[src/rtl/pixel_scheduler.sv]
`default_nettype none
// +--------------------------------------------------------------------------+
// | pixel_scheduler                                                          |
// | Raster walker that feeds pixels to the mandelbrot renderer and forwards  |
// | each iteration count to the frame buffer over a valid/ready write port.  |
// | Revision: 1.0                                                            |
// +--------------------------------------------------------------------------+
module pixel_scheduler #(
  parameter int WIDTH        = 160,
  parameter int HEIGHT       = 120,
  parameter int ITERATIONS   = 127,
  parameter int OUTPUT_WIDTH = 7,
  parameter int ADDR_WIDTH   = 15
) (
  input  logic                    clk,
  input  logic                    rst,
  input  logic                    enable,
  input  logic signed [14:0]      view_cx,
  input  logic signed [14:0]      view_cy,
  input  logic [2:0]              view_zoom,
  output logic                    r_start,
  output logic [7:0]              r_x,
  output logic [7:0]              r_y,
  output logic signed [14:0]      r_cx,
  output logic signed [14:0]      r_cy,
  output logic [2:0]              r_zoom,
  input  logic                    r_done,
  input  logic [OUTPUT_WIDTH-1:0] r_iters,
  output logic                    wr_valid,
  input  logic                    wr_ready,
  output logic [ADDR_WIDTH-1:0]   wr_addr,
  output logic [OUTPUT_WIDTH-1:0] wr_data,
  output logic                    frame_done,
  output logic                    busy
);

  localparam int                  DRAIN_W    = $clog2(ITERATIONS + 5);
  localparam logic [DRAIN_W-1:0]  DRAIN_INIT = DRAIN_W'(ITERATIONS + 4);
  localparam logic [7:0]          X_LAST     = 8'(WIDTH - 1);
  localparam logic [7:0]          Y_LAST     = 8'(HEIGHT - 1);

  typedef enum logic [2:0] {
    S_DRAIN = 3'd0,
    S_IDLE  = 3'd1,
    S_LOAD  = 3'd2,
    S_ISSUE = 3'd3,
    S_WAIT  = 3'd4,
    S_WRITE = 3'd5
  } state_t;

  state_t                  state_q, state_d;
  logic [DRAIN_W-1:0]      drain_q, drain_d;
  logic [7:0]              x_q, x_d;
  logic [7:0]              y_q, y_d;
  logic [ADDR_WIDTH-1:0]   addr_q, addr_d;
  logic signed [14:0]      cx_q, cx_d;
  logic signed [14:0]      cy_q, cy_d;
  logic [2:0]              zoom_q, zoom_d;
  logic [OUTPUT_WIDTH-1:0] data_q, data_d;
  logic                    frame_done_q, frame_done_d;

  always_ff @(posedge clk or posedge rst) begin
    if (rst) begin
      state_q      <= S_DRAIN;
      drain_q      <= DRAIN_INIT;
      x_q          <= '0;
      y_q          <= '0;
      addr_q       <= '0;
      cx_q         <= '0;
      cy_q         <= '0;
      zoom_q       <= '0;
      data_q       <= '0;
      frame_done_q <= 1'b0;
    end else begin
      state_q      <= state_d;
      drain_q      <= drain_d;
      x_q          <= x_d;
      y_q          <= y_d;
      addr_q       <= addr_d;
      cx_q         <= cx_d;
      cy_q         <= cy_d;
      zoom_q       <= zoom_d;
      data_q       <= data_d;
      frame_done_q <= frame_done_d;
    end
  end

  always_comb begin
    state_d      = state_q;
    drain_d      = drain_q;
    x_d          = x_q;
    y_d          = y_q;
    addr_d       = addr_q;
    cx_d         = cx_q;
    cy_d         = cy_q;
    zoom_d       = zoom_q;
    data_d       = data_q;
    frame_done_d = 1'b0;

    case (state_q)
      // Let a renderer interrupted by reset run out before issuing new work.
      S_DRAIN: begin
        if (drain_q == '0) begin
          state_d = S_IDLE;
        end else begin
          drain_d = drain_q - DRAIN_W'(1);
        end
      end
      S_IDLE: begin
        if (enable) begin
          state_d = S_LOAD;
        end
      end
      S_LOAD: begin
        cx_d    = view_cx;
        cy_d    = view_cy;
        zoom_d  = view_zoom;
        x_d     = '0;
        y_d     = '0;
        addr_d  = '0;
        state_d = S_ISSUE;
      end
      S_ISSUE: begin
        state_d = S_WAIT;
      end
      S_WAIT: begin
        if (r_done) begin
          data_d  = r_iters;
          state_d = S_WRITE;
        end
      end
      S_WRITE: begin
        if (wr_ready) begin
          if (x_q != X_LAST) begin
            x_d     = x_q + 8'd1;
            addr_d  = addr_q + ADDR_WIDTH'(1);
            state_d = S_ISSUE;
          end else if (y_q != Y_LAST) begin
            x_d     = '0;
            y_d     = y_q + 8'd1;
            addr_d  = addr_q + ADDR_WIDTH'(1);
            state_d = S_ISSUE;
          end else begin
            x_d          = '0;
            y_d          = '0;
            addr_d       = '0;
            frame_done_d = 1'b1;
            state_d      = S_IDLE;
          end
        end
      end
      default: begin
        state_d = S_DRAIN;
      end
    endcase
  end

  assign r_start    = (state_q == S_ISSUE);
  assign wr_valid   = (state_q == S_WRITE);
  assign busy       = (state_q != S_IDLE);
  assign r_x        = x_q;
  assign r_y        = y_q;
  assign r_cx       = cx_q;
  assign r_cy       = cy_q;
  assign r_zoom     = zoom_q;
  assign wr_addr    = addr_q;
  assign wr_data    = data_q;
  assign frame_done = frame_done_q;

endmodule
`default_nettype wire

[config.mk]
export PLATFORM = sky130hd
export DESIGN_NAME = pixel_scheduler
export DESIGN_NICKNAME = d
export VERILOG_FILES = /design/src/rtl/pixel_scheduler.sv
export SDC_FILE = /design/constraint.sdc
export NUM_CORES = 1
export LEC_CHECK = 0
export BUFFER_PORTS_ARGS = -buffer_cell sky130_fd_sc_hd__buf_2
export CORE_MARGIN = 2
export CORE_UTILIZATION = 51
export DETAILED_ROUTE_END_ITERATION = 7
export HOLD_SLACK_MARGIN = 0.05
export MAX_ROUTING_LAYER = met4
export PLACE_DENSITY = 0.8
export SYNTH_ARGS = -nofsm -noshare
export SYNTH_HDL_FRONTEND = slang
export SYNTH_SLANG_ARGS = --single-unit
[constraint.sdc]
create_clock -name clk -period 3.05 [get_ports clk]
set_input_delay 0.4575 -clock clk [delete_from_list [all_inputs] [get_ports clk]]
set_output_delay 0.4575 -clock clk [all_outputs]
set_load 0.01 [all_outputs]
==> results.md, run 1 <==
- Reg power frac: 0.452
- Synth Area per Inst: just under 10 sq um
- CTS buffer count: 9
- Gp weighted congestion: 0.832
- Core ar.: 7210 sq um
- GRT Overall Usage: 0.232
- Post-Synthesis Cells: around 400
- R2r endpoint: wr_addr[12]$_DFFE_PP0P_
- Clk buf depth: 2
- Final TNS setup: 0 ns
- Post-synth cell types: around 50
- F_max: around 440 MHz
- Die Y: 90.2 um
- Comb pwr share: 0.347
- Worst path max stage delay: roughly 0.64 ns
- CTS tree: yes
- Post_cts resized: 0
- Skew final: 0.0110 ns
- Grt total ovfl: 0
- Setup Viol. Count Final: 0
- Max_slew headroom: 0.430
- Routed via count: between 3000 and 4000
- CTS Sinks: 83
- CP max-delay cell: or3b_4
- Cell Count, Final, Fillers Out: 614
- Worst-skew pair later-pin latency: 0.36 ns
- Syn nets: approximately 440
- Avg WL per Cell: 14.3 um
- Die Wd: roughly 90 um
- Fillcell total: 626
- Ports: between 100 and 150
- Dpl cells: ~600
- Initial core utilization: 0.525
- Share of layout cells above drive strength 1: 0.309
- Setup crit end kind: flop
- Critical path type: flop to flop
- Fin crit share: 0.748
- Synth-to-layout area growth: 22.9%
- Synth warn: 0
- R2R Setup Slk: around 0.77 ns
- DRT iter0 DRCs: 150
- Max-cap viol count: 0
- Number of global-route vias before repair: roughly 3300
- CP cell instances: or3b_4 > a2111o_1 > or3_1 > a21oi_1
- Ys async rst share: 1.00
- Outcome: finished, final reports clean
- # rows: 31
- #FFs+latches synth: 83
- Antenna cells: 0
- ANT nets after route: 0
- Seq/Total Area, Yosys: 0.549
- Post-Route WL: approximately 8800 um
- Worst hold path type: input pin to asynchronous set/reset pin
- Critical path startpoint: state_q[0]$_DFFE_PP0P_
- Clk pwr share: 0.201
- Worst setup SP type: flop
- Via density: between 5 and 6
- Max-slew violations: 0
- Tmin final: between 2 and 2.5 ns
- Worst R2R Path Depth: 4
- Htree depth: 3
- Worst EP required: 3.33 ns
- Setup Fix Bufs, Post-CTS: 0
- Worst Max-Slew Pin Slew: between 0.8 and 0.9 ns
- RR Startpoint: state_q[0]$_DFFE_PP0P_
- Synth Flop Type: dfrtp_1
- Port-buffer cells: 119
- Final #Nets: between 500 and 600
- Die area: 8140 sq um
- HPWL after DPL: roughly 6400 um
- Clock root cell: clkbuf_8
- PwrDens: between 700 and 800 nW/um^2
- # DRC: 0
- Synthesized area: approximately 3800 sq um
- Fin. Hold Viols: 0
- Reg clk slew, reported paths: 0.09 ns
- Crit-path max FO: 38
- Sw Pwr: between 1 and 1.5 mW
- Switching share of total power: 0.383
- Crit path DAT: 2.56 ns
- Detailed Routing Iterations Pass 1: 4
- Pin count of the biggest net entering global routing: just under 50
- Post-synth EDFFs: 0
- CTS Hold Buffers Added: 0
- First-pass GRT wire length: 15000 um
- Initial antenna violation count: 0
- RSZ-0062 raised after global routing: no
- Leakage power: about 2.4 nW
- Internal: 2.21 mW
- Peak VDD IR: 0.457 mV
[kinds of logic after synthesis]
group / Yosys count / synth area share
AOI/OAI and AO/OA: 58 / 0.105
xor gates and xnor gates: 12 / 0.0277
adders and majority gates: 5 / 0.0165
buffers and inverters: 26 / 0.0297
DFF: 83 / 0.549
muxes: 11 / 0.0314
and+or+nand+nor: 198 / 0.240
[registers in the layout, summed over array words and instances, names as in the netlist, 3 cells and up]
register	flops
r_cx	15
state_q	3
wr_data	7
r_zoom	3
r_y	8
r_cy	15
drain_q	8
wr_addr	15
r_x	8
[placed cells by master, fill, tap and decap left out, types with 5 or more instances in the layout]
cell type	synthesis	final
xnor2_1	5	5
nand2_1	122	122
or3_1	5	5
dfrtp_1	80	80
or4_1	6	6
nand3_1	12	12
o31ai_1	7	7
inv_1	8	7
nor3_1	6	6
clkbuf_8	0	9
and4_1	5	5
a21oi_1	14	14
o21ai_0	14	14
ha_1	5	5
mux2_2	7	7
buf_2	0	119
nor2_1	17	17
xor2_1	7	7
[through the flow]
stage,worst slack [ns],utilization,hold slack (ns),instance area (sq um),power [mW]
after floorplan,0.461,-,0.435,3790,2.39
after global routing,0.646,0.646,0.267,4660,3.85
final,0.768,0.646,0.244,4660,3.59
after detailed placement,0.791,0.621,0.457,4480,2.90
after CTS,0.759,0.646,0.253,4660,3.62
after global placement,0.843,0.621,0.453,4480,2.83
[Yosys cell counts (3+ instances only)]
cell | count | area (sq um)
nand2_1 | 122 | 458
dfrtp_1 | 80 | 2000
nor2_1 | 17 | 63.8
a21oi_1 | 14 | 70.1
o21ai_0 | 14 | 70.1
clkbuf_1 | 13 | 48.8
nand3_1 | 12 | 60.1
inv_1 | 8 | 30.0
mux2_2 | 7 | 78.8
o31ai_1 | 7 | 52.6
xor2_1 | 7 | 61.3
nor3_1 | 6 | 30.0
or4_1 | 6 | 45.0
and4_1 | 5 | 43.8
ha_1 | 5 | 62.6
or3_1 | 5 | 31.3
xnor2_1 | 5 | 43.8
a31o_2 | 4 | 35.0
a31oi_1 | 4 | 25.0
mux2i_1 | 4 | 40.0
dfstp_2 | 3 | 78.8
nand2b_1 | 3 | 18.8
nand3b_1 | 3 | 22.5
nand4_1 | 3 | 18.8
nor3b_1 | 3 | 22.5
[metal layers]
layer,track usage,vias up,share of wire
met3,0.0495,21,0.048
met1,0.282,1596,0.42
met4,0.0782,0,0.018
met5,-,-,0
li1,-,1589,-
met2,0.389,93,0.51
[worst max path at each step]
stage / slack (ns) / to
2_1_floorplan: 0.46 / drain_q[2]$_DFFE_PP0P_
3_3_place_gp: 0.84 / wr_addr[10]$_DFFE_PP0P_
3_5_place_dp: 0.79 / wr_addr[14]$_DFFE_PP0P_
4_1_cts: 0.76 / wr_addr[14]$_DFFE_PP0P_
5_1_grt: 0.65 / wr_addr[12]$_DFFE_PP0P_
6_report: 0.77 / wr_addr[12]$_DFFE_PP0P_
[critical path, delay by kind of cell (launching register included)]
kind               cells  cell delay [ns]
and+or+nand+nor        2             1.01
AOI/OAI and AO/OA      2             0.68
DFF                    1             0.52
[layout make-up]
cell class	count	area, sq um	area share
Tap cell	99	124	0.0266
Multi-Input combinational cell	284	1600	0.344
Inverter	8	31.3	0.00672
Clock buffer	10	128	0.0274
Timing Repair Buffer	124	646	0.139
Sequential cell	83	2080	0.447
Clock inverter	6	47.5	0.0102
[power by group through the flow]
| stage | registers [mW] | clock network, mW | logic, mW |
|---|---|---|---|
| floorplan | 1.73 | 0 | 0.656 |
| global placement | 1.62 | 0 | 1.21 |
| detailed placement | 1.64 | 0 | 1.26 |
| CTS | 1.62 | 0.738 | 1.26 |
| global route | 1.67 | 0.786 | 1.40 |
| finish | 1.62 | 0.722 | 1.24 |
No activity file was read; power rests on OpenSTA's default activity.
==> inputs of run 2 (changes only) <==
--- a/config.mk
+++ b/config.mk
@@ -7,11 +7,11 @@
 export LEC_CHECK = 0
 export BUFFER_PORTS_ARGS = -buffer_cell sky130_fd_sc_hd__buf_2
 export CORE_MARGIN = 2
-export CORE_UTILIZATION = 51
+export CORE_UTILIZATION = 46
 export DETAILED_ROUTE_END_ITERATION = 7
 export HOLD_SLACK_MARGIN = 0.05
 export MAX_ROUTING_LAYER = met4
-export PLACE_DENSITY = 0.8
+export PLACE_DENSITY = 0.76
 export SYNTH_ARGS = -nofsm -noshare
 export SYNTH_HDL_FRONTEND = slang
 export SYNTH_SLANG_ARGS = --single-unit
==> constraint.sdc (replaced) <==
create_clock -name clk -period 2.04 [get_ports clk]
set_input_delay 0.306 -clock clk [delete_from_list [all_inputs] [get_ports clk]]
set_output_delay 0.306 -clock clk [all_outputs]
set_load 0.01 [all_outputs]
==> run 2 against run 1 <==
Clock skew about the same. Clock power increased by 88%. Wire length increased by 1.2%. Die area increased by 10%. Clock-buffer cell count decreased by 1. Global-route usage decreased by 2.1 points. Critical endpoint is now wr_addr[10]$_DFFE_PP0P_. Largest cell class unchanged. Largest power group unchanged. Highest routed layer unchanged.
==> results.md, run 2 (synthesized netlist as in run 1, its figures left out) <==
- Outcome: finished, final reports clean (unchanged)
- Crit-path max FO: 7 (was 38)
- Dpl cells: 620 (was 598)
- Worst-skew pair later-pin latency: 0.36 ns (about the same)
- Grt total ovfl: 0 (unchanged)
- RR Startpoint: state_q[0]$_DFFE_PP0P_ (unchanged)
- Final Worst Setup Slack: 0.125 ns (was 0.768 ns)
- Core ar.: 8090 sq um (was 7210 sq um)
- Max_slew headroom: 0.569 (was 0.430)
- Max-cap viol count: 0 (unchanged)
- Die area: 8980 sq um (was 8140 sq um)
- Worst hold path type: input pin to flop (was input pin to asynchronous set/reset pin)
- Critical path startpoint: state_q[0]$_DFFE_PP0P_ (unchanged)
- GRT Overall Usage: 0.211 (was 0.232)
- Setup crit end kind: flop (unchanged)
- Initial core utilization: 0.468 (was 0.525)
- Worst Max-Slew Pin Slew: 0.646 ns (was 0.854 ns)
- Gp weighted congestion: 0.815 (was 0.832)
- Worst R2R Path Depth: 4 (unchanged)
- Via density: 5.19 (was 5.37)
- R2R Setup Slk: 0.13 ns (was 0.77 ns)
- Port-buffer cells: 119 (unchanged)
- Die Y: 94.8 um (was 90.2 um)
- Share of layout cells above drive strength 1: 0.335 (was 0.309)
- CTS Sinks: 83 (unchanged)
- Worst EP required: 2.33 ns (was 3.33 ns)
- Number of global-route vias before repair: 3086 (was 3268)
- Register area: 2080 sq um (unchanged)
- Max-slew violations: 0 (unchanged)
- Min Hold Slack: 0.126 ns (was 0.244 ns)
- CP Capture Point: wr_addr[10]$_DFFE_PP0P_ (was wr_addr[12]$_DFFE_PP0P_)
- CTS buffer count: 9 (unchanged)
- PwrDens: 1180 nW/um^2 (was 770 nW/um^2)
- Avg WL per Cell: 13.9 um (was 14.3 um)
- Ports: 120 (unchanged)
- Initial antenna violation count: 0 (unchanged)
- Post-Route WL: 8880 um (was 8780 um)
- Most frequent cells in the layout: nand2_1 (122), buf_2 (119), dfrtp_1 (80) (unchanged)
- Clock root cell: clkbuf_8 (unchanged)
- Routed via count: 3318 (was 3299)
- Leakage power: 2.55 nW (was 2.43 nW)
- HPWL after DPL: 6440 um (was 6380 um)
- Skew final: 0.0111 ns (was 0.0110 ns)
- ANT nets after route: 0 (unchanged)
- Final core utilization: 0.605 (was 0.646)
- Commonest non-fill, non-tap cell in the layout: nand2_1 (unchanged)
- Antenna cells: 0 (unchanged)
- Cell Count, Final, Fillers Out: 639 (was 614)
- Fillcell total: 685 (was 626)
- Pin count of the biggest net entering global routing: 38 (was 49)
- RSZ-0062 raised after global routing: no (unchanged)
- Fin. Hold Viols: 0 (unchanged)
- Final #Nets: 579 (was 560)
- Final TNS setup: 0 ns (unchanged)
- Synth-to-layout area growth: 29.1% (was 22.9%)
- Detailed Routing Iterations Pass 1: 4 (unchanged)
- CTS tree: yes (unchanged)
- DRT iter0 DRCs: 128 (was 150)
- Htree depth: 3 (unchanged)
- # rows: 33 (was 31)
- Setup Viol. Count Final: 0 (unchanged)
- Crit path DAT: 2.21 ns (was 2.56 ns)
- # DRC: 0 (unchanged)
- R2r endpoint: wr_addr[10]$_DFFE_PP0P_ (was wr_addr[12]$_DFFE_PP0P_)
- Peak VDD IR: 0.587 mV (was 0.457 mV)
- F_max: 522 MHz (was 438 MHz)
- First-pass GRT wire length: 14300 um (was 15000 um)
- Critical path type: flop to flop (unchanged)
- Tmin final: 1.91 ns (was 2.28 ns)
- Multi-input logic area: 1600 sq um (unchanged)
- Dpl ws: 0.128 ns (was 0.791 ns)
- Clk buf depth: 2 (unchanged)
- Fin crit share: 0.939 (was 0.748)
- Die Wd: 94.8 um (was 90.2 um)
- Worst setup SP type: flop (unchanged)
- Reg clk slew, reported paths: 0.10 ns (was 0.09 ns)
## run 2: cell types whose count changed in the layout (fill, tap and decap cells not counted), moves of 2 or more
cell,before,now
buf_12,1,3
buf_4,4,20
bufinv_16,0,2
clkinv_2,2,0
## run 2: layer usage
layer,vias up,GRT usage,share of wire
met1,1580,0.266,0.45
met5,-,-,0
li1,1626,-,-
met4,0,0.0918,0.012
met3,8,0.0463,0.059
met2,104,0.329,0.48
## run 2: cell type report
type | count | area share
Timing Repair Buffer | 143 | 0.167
Clock buffer | 9 | 0.0253
Sequential cell | 83 | 0.425
Clock inverter | 7 | 0.0215
Multi-Input combinational cell | 284 | 0.327
Tap cell | 105 | 0.0269
Inverter | 8 | 0.00691
## run 2: power by group
group	internal, mW	switching (mW)	leakage, nW
sequential	2.10	0.241	1.07
combinational	0.855	1.19	1.37
clock	0.711	0.651	0.113
total	3.67	2.08	2.55
## run 2: stage by stage
step	power, mW	area, sq um
final	5.75	4890
after global routing	6.19	4890
after CTS	5.81	4880
after detailed placement	4.44	4640
after global placement	4.36	4640
after floorplan	3.57	3790
## run 2: repair_timing
item,CTS,global route
hold buffers,1,0
setup endpoints to repair,0,8
setup buffers,0,2
gates resized for setup,0,1
endpoints found under the hold margin,19,0
## run 2: how the worst min path moves through the flow
| stage | from | end | slack (ns) | depth (start not counted) |
|---|---|---|---|---|
| final | view_cx[9] | r_cx[9]$_DFFE_PP0P_ | 0.13 | 3 |
| after global routing | view_cx[9] | r_cx[9]$_DFFE_PP0P_ | 0.11 | 3 |
| after CTS | view_cy[11] | r_cy[11]$_DFFE_PP0P_ | 0.11 | 3 |
| after detailed placement | rst | r_cy[8]$_DFFE_PP0P_ | 0.44 | 2 |
| after global placement | rst | r_cy[8]$_DFFE_PP0P_ | 0.42 | 2 |
| after floorplan | view_cx[0] | r_cx[0]$_DFFE_PP0P_ | 0.41 | 2 |
## run 2: critical path: stages, from the launching register on
cell and delay [ns]:
dfrtp_1 0.39, or3b_4 0.46, a2111o_1 0.47, or3_1 0.38, a21oi_1 0.15
==> inputs of run 3 (changes only) <==
--- a/config.mk
+++ b/config.mk
@@ -6,12 +6,14 @@
 export NUM_CORES = 1
 export LEC_CHECK = 0
 export BUFFER_PORTS_ARGS = -buffer_cell sky130_fd_sc_hd__buf_2
+export CELL_PAD_IN_SITES_DETAIL_PLACEMENT = 1
+export CELL_PAD_IN_SITES_GLOBAL_PLACEMENT = 1
 export CORE_MARGIN = 2
-export CORE_UTILIZATION = 46
+export CORE_UTILIZATION = 34
 export DETAILED_ROUTE_END_ITERATION = 7
 export HOLD_SLACK_MARGIN = 0.05
 export MAX_ROUTING_LAYER = met4
-export PLACE_DENSITY = 0.76
+export PLACE_DENSITY_LB_ADDON = 0.1
 export SYNTH_ARGS = -nofsm -noshare
 export SYNTH_HDL_FRONTEND = slang
 export SYNTH_SLANG_ARGS = --single-unit
==> run 3 against run 2 <==
Clock-buffer cell count grew 3. Final cell count is 7.4% higher. Fmax down 1.7%. Via count rose by 2.9%. Worst setup slack worse by 0.033 ns. Utilization fell by 14 points. Wire length grew 17%. Register-to-register slack worse by 0.03 ns. Clock power rose by 10%. Critical path depth unchanged. Sequential share of layout area shrank 1.4 points. Critical endpoint unchanged. Largest power group unchanged. Highest routed layer unchanged.
==> results.md, run 3 (synthesized netlist as in run 1, its figures left out) <==
- Reg clk slew, reported paths: 0.08 ns (was 0.10 ns)
- CTS tree: yes (unchanged)
- Tmin final: 1.95 ns (was 1.91 ns)
- Grt total ovfl: 0 (unchanged)
- CP Capture Point: wr_addr[10]$_DFFE_PP0P_ (unchanged)
- Outcome: finished, final reports clean (unchanged)
- Routed via count: 3414 (was 3318)
- Die Wd: 110 um (was 94.8 um)
- CP cell instances: or3b_4 > a2111o_1 > or3_1 > a21oi_2 (was or3b_4 > a2111o_1 > or3_1 > a21oi_1)
- Via density: 4.98 (was 5.19)
- Worst Max-Slew Pin Slew: 0.525 ns (was 0.646 ns)
- Avg WL per Cell: 15.1 um (was 13.9 um)
- Most frequent cells in the layout: nand2_1 (122), buf_2 (119), dfrtp_1 (79) (was nand2_1 (122), buf_2 (119), dfrtp_1 (80))
- DRT iter0 DRCs: 131 (was 128)
- # DRC: 0 (unchanged)
- Clock root cell: clkbuf_8 (unchanged)
- Final TNS setup: 0 ns (unchanged)
- Setup Viol. Count Final: 0 (unchanged)
- Crit path DAT: 2.23 ns (was 2.21 ns)
- Number of global-route vias before repair: 3367 (was 3086)
- R2R Setup Slk: 0.09 ns (was 0.13 ns)
- Met3 WL post-DR: 436 um (was 526 um)
- ANT nets after route: 0 (unchanged)
- RR Startpoint: state_q[2]$_DFFE_PP0P_ (was state_q[0]$_DFFE_PP0P_)
- HPWL after DPL: 7550 um (was 6440 um)
- # rows: 38 (was 33)
- Fillcell total: 1277 (was 685)
- Clk buf depth: 2 (unchanged)
- Worst EP required: 2.32 ns (was 2.33 ns)
- CTS buffer count: 9 (unchanged)
- Final #Nets: 591 (was 579)
- Dpl ws: 0.0546 ns (was 0.128 ns)
- GRT Overall Usage: 0.183 (was 0.211)
- Leakage power: 2.62 nW (was 2.55 nW)
- Peak VDD IR: 0.495 mV (was 0.587 mV)
- Synth-to-layout area growth: 33.7% (was 29.1%)
- Core ar.: 10800 sq um (was 8090 sq um)
- Die area: 12000 sq um (was 8980 sq um)
- Crit-path max FO: 7 (unchanged)
- Die Y: 110 um (was 94.8 um)
- Commonest non-fill, non-tap cell in the layout: nand2_1 (unchanged)
- Register area: 2080 sq um (about the same)
- PwrDens: 1190 nW/um^2 (was 1180 nW/um^2)
- Multi-input logic area: 1610 sq um (was 1600 sq um)
- Worst-skew pair later-pin latency: 0.35 ns (was 0.36 ns)
- Final Worst Setup Slack: 0.0925 ns (was 0.125 ns)
- Htree depth: 3 (unchanged)
- Final core utilization: 0.467 (was 0.605)
- Share of layout cells above drive strength 1: 0.355 (was 0.335)
- Worst R2R Path Depth: 4 (unchanged)
- Setup crit end kind: flop (unchanged)
- Worst hold path type: input pin to flop (unchanged)
- Worst path max stage delay: 0.49 ns (was 0.47 ns)
- Post-Route WL: 10400 um (was 8880 um)
- Gp weighted congestion: 0.790 (was 0.815)
- Initial core utilization: 0.350 (was 0.468)
- CTS Sinks: 83 (unchanged)
- M1 WL: 4890 um (was 3970 um)
- Highest routing layer actually used: met4 (unchanged)
- Port-buffer cells: 119 (unchanged)
- Pin count of the biggest net entering global routing: 38 (unchanged)
- Critical path type: flop to flop (unchanged)
- Critical path startpoint: state_q[2]$_DFFE_PP0P_ (was state_q[0]$_DFFE_PP0P_)
- First-pass GRT wire length: 16600 um (was 14300 um)
- F_max: 513 MHz (was 522 MHz)
- Detailed Routing Iterations Pass 1: 4 (unchanged)
- Fin crit share: 0.955 (was 0.939)
- Metal2 WL: 4930 um (was 4280 um)
- Max-slew violations: 0 (unchanged)
- Initial antenna violation count: 0 (unchanged)
- CP max-delay cell: a2111o_1 (unchanged)
- Fin. Hold Viols: 0 (unchanged)
- Final Cell Area: 5070 sq um (was 4890 sq um)
- Dpl cell area: 4710 sq um (was 4640 sq um)
- Max_slew headroom: 0.641 (was 0.569)
- R2r endpoint: wr_addr[10]$_DFFE_PP0P_ (unchanged)
- Antenna cells: 0 (unchanged)
- RSZ-0062 raised after global routing: no (unchanged)
- Max-cap viol count: 0 (unchanged)
- Worst setup SP type: flop (unchanged)
- Skew final: 0.00771 ns (was 0.0111 ns)
- Ports: 120 (unchanged)
## run 3: changes by cell type in the layout (fill, tap and decap cells not counted), sizes merged
cell / change
buf: +12
inv: -5
clkbuf: +3
bufinv: +1
clkinv: +1
## run 3: how the worst min path moves through the flow
stage                      startpoint                   end  cells after the start
after floorplan            view_cx[0]   r_cx[0]$_DFFE_PP0P_                      2
after global placement            rst   r_cx[7]$_DFFE_PP0P_                      2
after detailed placement          rst   r_cx[7]$_DFFE_PP0P_                      2
after CTS                  view_cy[4]   r_cy[4]$_DFFE_PP0P_                      3
after global routing      view_cy[14]  r_cy[14]$_DFFE_PP0P_                      3
final                     view_cy[11]  r_cy[11]$_DFFE_PP0P_                      3
## run 3: worst max-delay path, delay by kind of cell (launching register included)
kind	cells	cell delay (ns)
DFF	1	0.42
AOI/OAI and AO/OA	2	0.63
and+or+nand+nor	2	0.82
## run 3: final cells by class
class | count | area share
timing repair buffer | 155 | 0.177
clock inverter | 4 | 0.0188
tap | 140 | 0.0346
clock buffer | 12 | 0.0326
inverter | 8 | 0.00741
sequential | 83 | 0.411
multi-input combinational | 284 | 0.319
## run 3: through the flow
| stage | hold slack [ns] | power [mW] | cells |
|---|---|---|---|
| 5_1_grt | 0.119 | 6.49 | 686 |
| 6_report | 0.139 | 6.04 | 686 |
| 3_5_place_dp | 0.388 | 4.52 | 661 |
| 2_1_floorplan | 0.411 | 3.57 | 393 |
| 3_3_place_gp | 0.389 | 4.44 | 661 |
| 4_1_cts | 0.115 | 6.06 | 678 |
## run 3: what timing repair did
action / 4_1_cts / 5_1_grt
hold endpoints to repair: 20 / 0
hold buffers: 1 / 0
endpoints found under the setup margin: 0 / 18
resized for setup: 0 / 6
buffers inserted: 0 / 8
## run 3: report_power, final
group | leakage, nW | internal [mW] | switching [mW]
combinational | 1.42 | 0.914 | 1.28
clock | 0.133 | 0.912 | 0.590
sequential | 1.07 | 2.11 | 0.240
total | 2.62 | 3.93 | 2.11
## run 3: routing by layer
metal,GRT usage,vias up
met5,-,-
met4,0.0488,0
met3,0.0421,8
met2,0.279,75
met1,0.248,1684
li1,-,1647
